`config.mk`:
```
export PLATFORM = sky130hd
export DESIGN_NAME = multi_clock_divider
export DESIGN_NICKNAME = d
export VERILOG_FILES = /design/src/rtl/multi_clock_divider.sv
export SDC_FILE = /design/constraint.sdc
export NUM_CORES = 1
export LEC_CHECK = 0
export ABC_AREA = 1
export CORE_MARGIN = 5
export CORE_UTILIZATION = 30
export DETAILED_ROUTE_END_ITERATION = 10
export GPL_TIMING_DRIVEN = 0
export PLACE_DENSITY = 0.54
export SYNTH_ARGS = -nofsm -noshare
export SYNTH_HDL_FRONTEND = slang
export SYNTH_SLANG_ARGS = --single-unit
```
`constraint.sdc`:
```
create_clock -name clk -period 3.5 [get_ports clk]
set_input_delay 0.7 -clock clk [delete_from_list [all_inputs] [get_ports clk]]
set_output_delay 0.7 -clock clk [all_outputs]
set_load 0.05 [all_outputs]
```
`src/rtl/multi_clock_divider.sv`:
```
// N_CH independent programmable clock dividers with per-channel enable, shadowed
// divisor updates that take effect on wrap or sync, and registered div_clk/tick outputs.
module multi_clock_divider #(
    parameter int N_CH        = 4,
    parameter int DIV_W       = 28,
    parameter int DEFAULT_DIV = 100000,
    localparam int CH_W       = (N_CH > 1) ? $clog2(N_CH) : 1
) (
    input  logic              clk,
    input  logic              reset,
    input  logic [N_CH-1:0]   en,
    input  logic              sync_all,
    input  logic              wr_en,
    input  logic [CH_W-1:0]   wr_ch,
    input  logic [DIV_W-1:0]  wr_div,
    output logic [N_CH-1:0]   div_clk,
    output logic [N_CH-1:0]   tick,
    output logic [N_CH-1:0]   pending
);

    localparam logic [DIV_W-1:0] DEF_DIV = DIV_W'(DEFAULT_DIV);
    localparam logic [DIV_W-1:0] MIN_DIV = DIV_W'(2);

    // Divisors below 2 cannot produce a clock, so they are raised to 2.
    logic [DIV_W-1:0] div_clamped;
    assign div_clamped = (wr_div < MIN_DIV) ? MIN_DIV : wr_div;

    for (genvar ch = 0; ch < N_CH; ch++) begin : g_ch
        logic [DIV_W-1:0] cnt;
        logic [DIV_W-1:0] d_act;
        logic [DIV_W-1:0] d_shd;
        logic             pend;
        logic             div_r;
        logic             tick_r;
        logic             wr_hit;
        logic             at_wrap;

        assign wr_hit  = wr_en && (wr_ch == CH_W'(ch));
        assign at_wrap = (cnt >= (d_act - DIV_W'(1)));

        always_ff @(posedge clk) begin
            if (reset) begin
                cnt    <= '0;
                d_act  <= DEF_DIV;
                d_shd  <= DEF_DIV;
                pend   <= 1'b0;
                div_r  <= 1'b0;
                tick_r <= 1'b0;
            end else begin
                if (sync_all) begin
                    cnt    <= '0;
                    div_r  <= 1'b0;
                    tick_r <= 1'b0;
                    if (pend) begin
                        d_act <= d_shd;
                        pend  <= 1'b0;
                    end
                end else if (en[ch]) begin
                    div_r <= (cnt < (d_act >> 1));
                    if (at_wrap) begin
                        cnt    <= '0;
                        tick_r <= 1'b1;
                        if (pend) begin
                            d_act <= d_shd;
                            pend  <= 1'b0;
                        end
                    end else begin
                        cnt    <= cnt + DIV_W'(1);
                        tick_r <= 1'b0;
                    end
                end else begin
                    tick_r <= 1'b0;
                end
                // A write on the same edge as a transfer re-arms pending with the new value.
                if (wr_hit) begin
                    d_shd <= div_clamped;
                    pend  <= 1'b1;
                end
            end
        end

        assign div_clk[ch] = div_r;
        assign tick[ch]    = tick_r;
        assign pending[ch] = pend;
    end

endmodule

```
==> results_dict.tcl <==
set metrics [dict create \
    clk_pin_slew_worst_paths_ns 0.06 \
    met2_usage 0.2532 \
    dpl-instance-area_um2 24240 \
    synth.net_count 3502 \
    overflow 0 \
    rsz0062_at_grt "true" \
    hold_ws_ns 0.4492 \
    cts_buffers 42 \
    synth_cell_types 47 \
    cp_data_required_time_ns 4.01 \
    grt_pass1_vias 19050 \
    num_rows 100 \
    busiest_layer "met2" \
    cp.arrival_ns 3.86 \
    whs_path_depth 3 \
    tightest_slew_ns 1.353 \
    synthCells 3240 \
    final_cell_area_um2 26870 \
    setup_violations 0 \
    die_h_um 284.4 \
    fin_cells 4395 \
    fin_ws_ns 0.1442 \
    ir_worst_vdd_uv 301.7 \
    initial_core_util 0.3028 \
    hold_violations 0 \
    tritoncts "yes" \
    clock_latency_ns 0.58 \
    nets 3656 \
    min_from "en[0]" \
    grt_max_degree 13 \
    place.gp.congestion 0.8195 \
    drt-initial-drc-count 1236 \
    p_leak_uw 0.01222 \
    synth_flop_cell "dfxtp_1" \
    dpl_worst_slack_ns -0.5581 \
    crit_path_start "g_ch[2].d_act[2]" \
    crit_fanout 10 \
    drt-total-wl_mm 65.82 \
    dr_total_vias 20630 \
    drtPass1Iterations 5 \
    hold_buffers 0 \
    cts_num_sinks 348 \
    cts.htree.levels 2 \
    cts_buffer_depth 3 \
    grtUsageTotal 0.1568 \
    met3_usage 0.02059 \
    synth_edf_count 0 \
    min_period_over_period 0.9588 \
    cp-end-kind "flop" \
    io_pins 50 \
    core-area_um2 74570 \
    r2r_cells 24 \
    use_met1 0.2228 \
    antenna_found_initial 1 \
    min_path_type "in -> reg" \
    syn_avg_cell_area_um2 6.970 \
    routed_via_density 4.694 \
    crit_type "reg -> reg" \
    grt_pass1_wl_mm 104.2 \
    ys_ff_latch 348 \
    rr_startpoint "g_ch[2].d_act[2]" \
    power.total_uw 9672 \
    critPathLaunchType "flop" \
    antenna_cells 0 \
    powerDensity_nw_per_um2 359.9 \
    drt-wirelength-per-cell_um 14.98 \
    outcome "complete, no violations" \
    drc 0 \
    yosysWarnings 0 \
    place_hpwl_mm 50.47 \
    fin_skew_ns 0.03243 \
    syn_to_final_growth_pct 18.99 \
    fmax_mhz 298.0 \
    die_w_um 284.4 \
    root_buffer "clkbuf_16" \
    port_buffers 44 \
    ys_seq_area_frac 0.3085 \
    dp_cells 4253 \
    period_minus_slack_ns 3.356 \
    async_flop_share 0 \
    relSlewSlack 0.09791 \
    final_antenna_net_count 0 \
    syn_area_um2 22580 \
    dieArea_um2 80860 \
    drive_gt1_frac 0.1168 \
    maxCapViolations 0 \
    fillCellCount 8067 \
    final_max_slew_viol_count 0 \
]
[report_power, final]
group          switching, uW  internal (uW)  leakage (uW)
clock network           1860           2720      0.000705
logic                    620            325       0.00868
registers               78.5           4070       0.00283
[stage by stage]
step | utilization | setup TNS (ns)
6_report | 0.3604 | 0
4_1_cts | 0.3489 | -0.007931
3_3_place_gp | 0.3250 | -43.03
2_1_floorplan | - | 0
5_1_grt | 0.3604 | -1.509
3_5_place_dp | 0.3250 | -42.57
[cell type report]
cell class / count / area [um2] / share of cell area
Multi-Input combinational cell: 2249 / 13520 / 0.5033
Sequential cell: 348 / 6990 / 0.2601
Inverter: 524 / 1976 / 0.07352
Clock buffer: 60 / 1250 / 0.04651
Tap cell: 969 / 1212 / 0.04512
Timing Repair Buffer: 110 / 1015 / 0.03776
Buffer: 119 / 708.2 / 0.02635
Clock inverter: 16 / 196.4 / 0.007310
[final timing paths]
| check | slack [ns] | to |
|---|---|---|
| worst min register to register | 0.46 | g_ch[1].d_shd[16] |
| worst min-delay path | 0.45 | g_ch[0].cnt[0] |
| worst max register to register | 0.14 | g_ch[2].d_act[22] |
| worst max-delay path | 0.14 | g_ch[2].d_act[22] |
[cells in the mapped netlist, types with 8 or more instances]
cell | number | area, um2
buf_2 | 17 | 85.08
xnor2_1 | 20 | 175.2
ha_1 | 224 | 2803
inv_1 | 502 | 1884
clkbuf_1 | 61 | 229.0
nand2_1 | 615 | 2308
buf_4 | 22 | 165.2
xor2_1 | 135 | 1182
nor3b_1 | 15 | 112.6
nor2_4 | 10 | 112.6
nand2_2 | 18 | 112.6
dfxtp_1 | 348 | 6967
buf_1 | 8 | 30.03
nor3_1 | 65 | 325.3
nand3_1 | 180 | 900.9
nor2_2 | 21 | 131.4
nor3_2 | 8 | 80.08
o21ai_0 | 116 | 580.6
nand4_1 | 164 | 1026
o211ai_1 | 10 | 75.07
buf_6 | 11 | 123.9
nor2_1 | 362 | 1359
a21oi_1 | 205 | 1026
nor4_1 | 15 | 93.84
inv_2 | 18 | 67.56
[logic make-up (layout without fill, tap and decap cells)]
group | count (synthesis) | after routing | synth area share
and+or+nand+nor | 1502 | 1502 | 0.3057
buffers and inverters | 643 | 829 | 0.1152
AOI/OAI and AO/OA | 368 | 368 | 0.08632
DFF | 348 | 348 | 0.3085
adders and majority gates | 224 | 224 | 0.1241
xor gates and xnor gates | 155 | 155 | 0.06011
[registers in the layout, indices dropped and copies added, names as in the netlist]
register	flops
g_ch.div_r	4
g_ch.d_shd	112
g_ch.pend	4
g_ch.tick_r	4
g_ch.cnt	112
g_ch.d_act	112
[what timing repair did]
action | 4_1_cts | 5_1_grt
resized for setup | 53 | 131
pin swaps | 15 | 71
endpoints found under the setup margin | 197 | 220
buffers inserted | 16 | 46
cloned | 0 | 4
[worst max-delay path, stage by stage, from the launching register on]
cell	delay, ns
dfxtp_4	0.36
nor3_4	0.21
nand2_2	0.10
nor2_4	0.15
nand2_4	0.07
nor2_4	0.16
nand2_4	0.07
nor2_4	0.15
nand2_2	0.09
nor2_2	0.13
xor2_1	0.15
ha_1	0.26
nand2_2	0.12
nor2_4	0.05
nand2_2	0.09
nor2_2	0.05
nand2_1	0.07
nand3_2	0.09
nor2_4	0.17
nand3_4	0.12
buf_6	0.19
buf_6	0.13
nand4_1	0.09
nand2_1	0.10
nor2_1	0.11
[layout by cell type, fill, tap and decap left out, types with 9 or more instances in the layout]
cell / count
nor2_1: 336
inv_2: 34
clkbuf_16: 46
inv_1: 484
o21ai_0: 115
nand3_2: 9
nor2_2: 31
nand2_2: 32
clkdlybuf4s50_1: 44
nand2_1: 591
nand2_4: 10
clkbuf_1: 66
nand3_1: 170
nand3_4: 12
dfxtp_1: 333
buf_4: 82
nand4_1: 164
nor3_1: 59
dfxtp_2: 13
xnor2_1: 20
nor4_1: 15
a21oi_1: 205
buf_6: 17
nor2_4: 26
nor3_2: 11
o211ai_1: 10
ha_1: 219
clkbuf_8: 11
xor2_1: 134
nor3b_1: 10
[metal layers]
layer | wire [um] | up-vias
met5 | 7 | -
met4 | 1267 | 2
met2 | 29320 | 313
met3 | 2617 | 66
met1 | 32600 | 9454
li1 | - | 10790
Power figures use the tool's default switching activity.
